**src/rtl/fsm_test_pkg.sv**
```systemverilog
// Shared definitions for the on-chip FSM vector sequencer: state encoding and vector bit layout.
package fsm_test_pkg;

  typedef enum logic [1:0] {
    ST_IDLE  = 2'd0,
    ST_APPLY = 2'd1,
    ST_CHECK = 2'd2,
    ST_DONE  = 2'd3
  } seq_state_e;

  localparam int VEC_RST = 2;
  localparam int VEC_IN  = 1;
  localparam int VEC_EXP = 0;

endpackage

```
**src/rtl/fsm_vector_ram.sv**
```systemverilog
// DEPTH x 3 vector table: one write port with out-of-range drop, one combinational read port.
module fsm_vector_ram #(
  parameter int DEPTH = 13,
  parameter int AW    = 4
) (
  input  logic          clk,
  input  logic          we,
  input  logic [AW-1:0] waddr,
  input  logic [2:0]    wdata,
  input  logic [AW-1:0] raddr,
  output logic [2:0]    rdata
);

  localparam logic [AW:0] DEPTH_L = (AW+1)'(DEPTH);

  logic [2:0] mem_q [DEPTH];

  always_ff @(posedge clk) begin
    if (we && ({1'b0, waddr} < DEPTH_L)) begin
      mem_q[waddr] <= wdata;
    end
  end

  assign rdata = mem_q[raddr];

endmodule

```
**src/rtl/fsm_vector_sequencer.sv**
```systemverilog
// Self-test controller: replays {reset,in,expected} vectors into an FSM under test and
// counts mismatches, recording the first failing slot.
module fsm_vector_sequencer
  import fsm_test_pkg::*;
#(
  parameter int DEPTH = 13,
  parameter int AW    = 4,
  parameter int EW    = 8
) (
  input  logic          clk,
  input  logic          reset,
  input  logic          vec_we,
  input  logic [AW-1:0] vec_waddr,
  input  logic [2:0]    vec_wdata,
  input  logic [AW:0]   vec_count,
  input  logic          start,
  output logic          dut_reset,
  output logic          dut_in,
  input  logic          dut_out,
  output logic          busy,
  output logic          done,
  output logic          pass,
  output logic [EW-1:0] err_count,
  output logic          fail_valid,
  output logic [AW-1:0] fail_index
);

  localparam logic [AW:0] DEPTH_L = (AW+1)'(DEPTH);

  seq_state_e    state_q, state_d;
  logic [AW-1:0] idx_q, idx_d;
  logic [AW:0]   len_q, len_d;
  logic          exp_q, exp_d;
  logic          dut_reset_q, dut_reset_d;
  logic          dut_in_q, dut_in_d;
  logic          busy_q, busy_d;
  logic          done_q, done_d;
  logic          pass_q, pass_d;
  logic [EW-1:0] err_q, err_d;
  logic          fail_valid_q, fail_valid_d;
  logic [AW-1:0] fail_index_q, fail_index_d;
  logic [2:0]    rd_vec_s;

  // Table writes are locked out for the whole run so the vectors cannot change underneath it.
  fsm_vector_ram #(
    .DEPTH (DEPTH),
    .AW    (AW)
  ) u_ram (
    .clk   (clk),
    .we    (vec_we && !busy_q),
    .waddr (vec_waddr),
    .wdata (vec_wdata),
    .raddr (idx_q),
    .rdata (rd_vec_s)
  );

  always_comb begin
    state_d      = state_q;
    idx_d        = idx_q;
    len_d        = len_q;
    exp_d        = exp_q;
    dut_reset_d  = dut_reset_q;
    dut_in_d     = dut_in_q;
    busy_d       = busy_q;
    done_d       = 1'b0;
    pass_d       = pass_q;
    err_d        = err_q;
    fail_valid_d = fail_valid_q;
    fail_index_d = fail_index_q;
    case (state_q)
      ST_IDLE: begin
        dut_reset_d = 1'b1;
        dut_in_d    = 1'b0;
        if (start) begin
          len_d        = (vec_count > DEPTH_L) ? DEPTH_L : vec_count;
          err_d        = '0;
          fail_valid_d = 1'b0;
          fail_index_d = '0;
          pass_d       = 1'b0;
          idx_d        = '0;
          if (len_d == '0) begin
            state_d = ST_DONE;
            done_d  = 1'b1;
            pass_d  = 1'b1;
          end else begin
            state_d = ST_APPLY;
            busy_d  = 1'b1;
          end
        end
      end
      ST_APPLY: begin
        dut_reset_d = rd_vec_s[VEC_RST];
        dut_in_d    = rd_vec_s[VEC_IN];
        exp_d       = rd_vec_s[VEC_EXP];
        state_d     = ST_CHECK;
      end
      ST_CHECK: begin
        if (dut_out != exp_q) begin
          if (err_q != '1) begin
            err_d = err_q + EW'(1);
          end
          if (!fail_valid_q) begin
            fail_valid_d = 1'b1;
            fail_index_d = idx_q;
          end
        end
        if ({1'b0, idx_q} == (len_q - (AW+1)'(1))) begin
          state_d     = ST_DONE;
          busy_d      = 1'b0;
          done_d      = 1'b1;
          dut_reset_d = 1'b1;
          dut_in_d    = 1'b0;
          pass_d      = (err_d == '0);
        end else begin
          idx_d   = idx_q + AW'(1);
          state_d = ST_APPLY;
        end
      end
      ST_DONE: begin
        dut_reset_d = 1'b1;
        dut_in_d    = 1'b0;
        state_d     = ST_IDLE;
      end
      default: begin
        state_d = ST_IDLE;
        busy_d  = 1'b0;
      end
    endcase
  end

  always_ff @(posedge clk) begin
    if (reset) begin
      state_q      <= ST_IDLE;
      idx_q        <= '0;
      len_q        <= '0;
      exp_q        <= 1'b0;
      dut_reset_q  <= 1'b1;
      dut_in_q     <= 1'b0;
      busy_q       <= 1'b0;
      done_q       <= 1'b0;
      pass_q       <= 1'b0;
      err_q        <= '0;
      fail_valid_q <= 1'b0;
      fail_index_q <= '0;
    end else begin
      state_q      <= state_d;
      idx_q        <= idx_d;
      len_q        <= len_d;
      exp_q        <= exp_d;
      dut_reset_q  <= dut_reset_d;
      dut_in_q     <= dut_in_d;
      busy_q       <= busy_d;
      done_q       <= done_d;
      pass_q       <= pass_d;
      err_q        <= err_d;
      fail_valid_q <= fail_valid_d;
      fail_index_q <= fail_index_d;
    end
  end

  assign dut_reset  = dut_reset_q;
  assign dut_in     = dut_in_q;
  assign busy       = busy_q;
  assign done       = done_q;
  assign pass       = pass_q;
  assign err_count  = err_q;
  assign fail_valid = fail_valid_q;
  assign fail_index = fail_index_q;

endmodule

```
**config.mk**
```make
export PLATFORM = sky130hd
export DESIGN_NAME = fsm_vector_sequencer
export DESIGN_NICKNAME = d
export VERILOG_FILES = /design/src/rtl/fsm_test_pkg.sv /design/src/rtl/fsm_vector_ram.sv /design/src/rtl/fsm_vector_sequencer.sv
export SDC_FILE = /design/constraint.sdc
export NUM_CORES = 1
export LEC_CHECK = 0
export ABC_AREA = 0
export CAP_MARGIN = 20
export CORE_MARGIN = 2
export CORE_UTILIZATION = 50
export DETAILED_ROUTE_END_ITERATION = 10
export PLACE_DENSITY = 0.8
export SYNTH_ARGS = -nofsm -noshare
export SYNTH_HDL_FRONTEND = slang
export SYNTH_SLANG_ARGS = --single-unit
```
**constraint.sdc**
```tcl
create_clock -name clk -period 1.8 [get_ports clk]
set_clock_uncertainty 0.2 [all_clocks]
set_input_delay 0.36 -clock clk [delete_from_list [all_inputs] [get_ports clk]]
set_output_delay 0.36 -clock clk [all_outputs]
set_load 0.005 [all_outputs]
```
==> impl_summary.md <==
Worst hold path
The launch instance of the worst min-delay path is dut_in. The class of the worst hold path is register to register.

Layout
The repair_antennas step left the layout with diodes totalling 0. In the final layout, the multi-input gates occupy 0.001443 mm^2. The signed area change from the synthesized netlist to the final layout is 39.02%.

Registers take about 0.0019 mm^2. After filler insertion, the fill cell instance count of the layout stands at around 460. The net count of the finished layout is around 400. The layout cell share with drive strength beyond 1 is 37.53%.

Critical path
The slowest cell on the critical path is sky130_fd_sc_hd__dfxtp_2. In this design, the stage delay of the slowest critical-path cell is 340 ps. For the worst setup path, the data required time is roughly 1900 ps. At the worst endpoint, the arrival time is approximately 2100 ps. The slack of the worst reg-to-reg path is -270 ps.

The launching element type of the critical path is a register. Walking the worst path, the cells encountered are inv_2 -> ha_4 -> xnor2_2 -> a311oi_2 -> nand4_2 -> nor2_4 -> o22ai_2 -> a221oi_2. In this run the critical register-to-register path is launched from len_q[1]. The most critical setup path has its startpoint at len_q[1]. The kind of end point of the critical path is a register. The category of the critical setup timing path is register to register. Along the worst path, the maximum fanout reaches 6.

Job
The max-capacitance violation count is 0.

Power and ir drop
The total power of the final layout is about 3.5 mW. Summed over all cells, the static leakage comes to 1.724 nW. The worst-case IR drop observed on VDD is 506.7 uV.

The total power divided by cell area is 769.0 mW/mm^2.

Run status
The run finished, with violations left. The checks that failed: setup timing.

Synthesis
The dominant combinational cell family by area after synthesis is simple AND/OR/NAND/NOR gates. When the netlist entered floorplanning its net count stood at about 310. Sorting the synthesized cells by how often they occur yields 39 x sky130_fd_sc_hd__edfxtp_1, 39 x sky130_fd_sc_hd__nor2_1, 34 x sky130_fd_sc_hd__dfxtp_1. In this run, synthesis inferred 39 flip-flops with an integrated enable. Among all flip-flop cells after synthesis, the most frequent one is sky130_fd_sc_hd__edfxtp_1. The synthesized netlist devotes under 10% of its cell area to adder and majority cells.

Summing the sequential cell areas from Yosys gives 56.84% of the chip area. The portion of synthesized area spent on multiplexers is 9.677%. Synthesis produced a netlist whose cell count is 287. The synthesized netlist devotes 17.36% of its cell area to simple gates. Counting distinct cell types in the post-synthesis netlist gives 50. The synthesized design contains 73 register bits. The synthesized netlist devotes 1.882% of its cell area to XOR and XNOR gates. The count of synthesis-stage warnings from yosys is 0. The area fraction in compound gates after synthesis is 10.14%.

Counting flops with an async set or reset pin after synthesis yields a share of 0%. The post-synthesis area per instance is 11.35 um^2. After synthesis the cells add up to about 0.0033 mm^2. In the post-synthesis netlist, the biggest area contributors are sky130_fd_sc_hd__edfxtp_1 36%, sky130_fd_sc_hd__dfxtp_1 21%, sky130_fd_sc_hd__mux4_2 6.2%. The share of synthesized area in the top cell type comes to 35.94%. The cell type with the highest aggregate area in the netlist is sky130_fd_sc_hd__edfxtp_1.

Timing
Setup repair after global routing could not meet its margin everywhere. The worst-case setup margin in the final layout is -267.6 ps. After layout, the worst path uses 114.9% of the clock period. Measured against its own limit, the worst slew margin works out to 68.51%. Setup violations remaining at the end of the flow were counted as 15. The worst hold slack is 264.8 ps. The number of hold-slack violations in the final timing report is 0. The achievable clock frequency is 483.7 MHz. The time the worst path needs with I/O delays and setup is 2068 ps. Setup total negative slack on the finished layout was measured at -2969 ps. The count of pins over their slew limit is 0. For the pin with the worst max-slew slack, the measured transition is approximately 470 ps.

Placed design
Buffers placed on the I/O ports in this run total 34. The placed wire-length estimate after detailed placement is 5789 um. The congestion estimate from routability-driven global placement came to 0.9426.

Clocking
The clock net in this run drives a total of 73 sinks. The CTS tree is yes. The CTS clock-pin slew for the worst setup and hold paths is 90 ps. TritonCTS created 9 clock buffers. The clock latency reported for the late side of the worst-skew pair is 360 ps. The buffer type at the clock tree root is sky130_fd_sc_hd__clkbuf_8. The H-tree was split into 3 levels.

The buffer levels on the longest clock path is 2. The number of buffers inserted for hold repair after clock tree synthesis is 0.

Global routing
The initial antenna violation count is 0. Across every metal layer, demand over resource in global routing totals 24.85%. After global routing the overflow that remains totals 0. Entering global routing, the biggest net connects 14 pins. The first global-routing pass estimated 13650 um of wire. The number of global-route vias before repair was about 2700.

Floorplanning
The floorplan die area is 0.007178 mm^2. The vertical die dimension is 84.73 um. The die is 84.73 um wide. The initial core utilization is around 52%. The number of standard-cell rows in the floorplan is 29. The core region is between 0.006 and 0.007 mm^2. The boundary pin count is 35.

Detailed routing
Before antenna repair, the detailed router went through 5 iterations. For this block, the routed nets add up to 8425 um of wire. The detailed router finished its first iteration with 120 violations.

The total number of vias is 2651. In the routed design, unresolved DRC markers number 0. The detail route stage leaves a number of antenna-violating nets equal to 0. In the routed layout, each cell is associated on average with a via count of roughly 5.7. Dividing the detail-routed wire length by the instance count gives 18.08 um.
[critical path: cells and delay by family (launching register included)]
family          cells  cell delay [ps]
buf+inv             1               40
flops               1              340
fa+ha+maj           1              230
compound gates      3              600
xor+xnor            1              130
simple gates        2              430
[worst paths after layout]
kind           endpoint  depth (start not counted)
min reg2reg      dut_in                          2
min              dut_in                          2
max reg2reg  state_q[1]                          8
max          state_q[1]                          8
[metrics by stage]
stage          cell area (um^2)  util (%)  worst slack (ps)  instances
4_1_cts                    4427     70.11            -266.2        465
6_report                   4529     71.74            -267.6        466
2_1_floorplan              3287         -            -138.1        287
3_3_place_gp               4113     65.14            -334.1        442
3_5_place_dp               4113     65.14            -399.4        442
5_1_grt                    4529     71.74            -388.0        466
[logic make-up after synthesis]
family                     Yosys count
xor gates and xnor gates             7
and+or+nand+nor                    112
adders and majority gates            3
buffers and inverters               23
AOI/OAI and AO/OA                   49
muxes                               20
DFF                                 73
[repair_timing]
| item | in CTS | in global routing |
|---|---|---|
| resized for setup | 35 | 27 |
| setup buffers | 8 | 2 |
| pin swaps | 14 | 11 |
| setup endpoints to repair | 32 | 44 |
| endpoints found under the hold margin | 0 | 0 |
[power breakdown]
group / total (mW) / leakage, nW / internal, mW / switching, mW
clock network: 1.27 / 0.0847 / 0.642 / 0.629
registers: 1.81 / 0.635 / 1.78 / 0.0275
logic: 0.406 / 1.00 / 0.204 / 0.202
[cells in the final DEF (no fill, tap or decap), types with 2 or more instances in the layout]
| cell | instances |
|---|---|
| sky130_fd_sc_hd__clkinvlp_4 | 4 |
| sky130_fd_sc_hd__o211ai_1 | 2 |
| sky130_fd_sc_hd__edfxtp_1 | 39 |
| sky130_fd_sc_hd__a211oi_1 | 4 |
| sky130_fd_sc_hd__nand3_2 | 2 |
| sky130_fd_sc_hd__nand2b_1 | 9 |
| sky130_fd_sc_hd__mux2i_1 | 9 |
| sky130_fd_sc_hd__dfxtp_2 | 12 |
| sky130_fd_sc_hd__and3_1 | 3 |
| sky130_fd_sc_hd__a21oi_1 | 15 |
| sky130_fd_sc_hd__a21oi_2 | 4 |
| sky130_fd_sc_hd__nand3_1 | 10 |
| sky130_fd_sc_hd__clkdlybuf4s50_1 | 22 |
| sky130_fd_sc_hd__or2_2 | 3 |
| sky130_fd_sc_hd__o21ai_0 | 3 |
| sky130_fd_sc_hd__o21ai_1 | 2 |
| sky130_fd_sc_hd__dfxtp_4 | 4 |
| sky130_fd_sc_hd__clkbuf_8 | 9 |
| sky130_fd_sc_hd__xor2_1 | 3 |
| sky130_fd_sc_hd__o22ai_1 | 3 |
| sky130_fd_sc_hd__nand2_1 | 18 |
| sky130_fd_sc_hd__dlymetal6s2s_1 | 4 |
| sky130_fd_sc_hd__xnor2_1 | 2 |
| sky130_fd_sc_hd__nor3_1 | 8 |
| sky130_fd_sc_hd__a311oi_2 | 2 |
| sky130_fd_sc_hd__buf_4 | 60 |
| sky130_fd_sc_hd__inv_2 | 3 |
| sky130_fd_sc_hd__inv_1 | 5 |
| sky130_fd_sc_hd__mux4_2 | 9 |
| sky130_fd_sc_hd__ha_1 | 2 |
| sky130_fd_sc_hd__buf_6 | 5 |
| sky130_fd_sc_hd__nor2_1 | 36 |
| sky130_fd_sc_hd__nor2b_1 | 2 |
| sky130_fd_sc_hd__dlygate4sd2_1 | 8 |
| sky130_fd_sc_hd__nand4_1 | 2 |
| sky130_fd_sc_hd__nor2_2 | 3 |
| sky130_fd_sc_hd__dfxtp_1 | 18 |
[registers in the layout, summed over array words and instances, names as in the netlist, named ones only]
name / count
busy: 1
state_q: 2
dut_reset: 1
fail_valid: 1
fail_index: 4
len_q: 5
dut_in: 1
exp_q: 1
idx_q: 4
err_count: 8
done: 1
pass: 1
u_ram.mem_q: 39
[area by class of cell]
| class | count | share of cell area [%] |
|---|---|---|
| sequential | 73 | 41.55 |
| multi-input combinational | 191 | 31.85 |
| timing repair buffer | 101 | 19.48 |
| clock buffer | 10 | 2.818 |
| tap | 77 | 2.127 |
| clock inverter | 6 | 1.519 |
| inverter | 8 | 0.6630 |
[per-layer routing]
| layer | share of wire (%) | up-vias | track usage [%] |
|---|---|---|---|
| met2 | 51 | 93 | 40.59 |
| met4 | 3.0 | 0 | 9.812 |
| li1 | - | 1253 | - |
| met5 | 0 | - | 0 |
| met3 | 5.3 | 24 | 6.490 |
| met1 | 41 | 1281 | 31.79 |
Note: power is estimated with default switching activity, not from simulation.
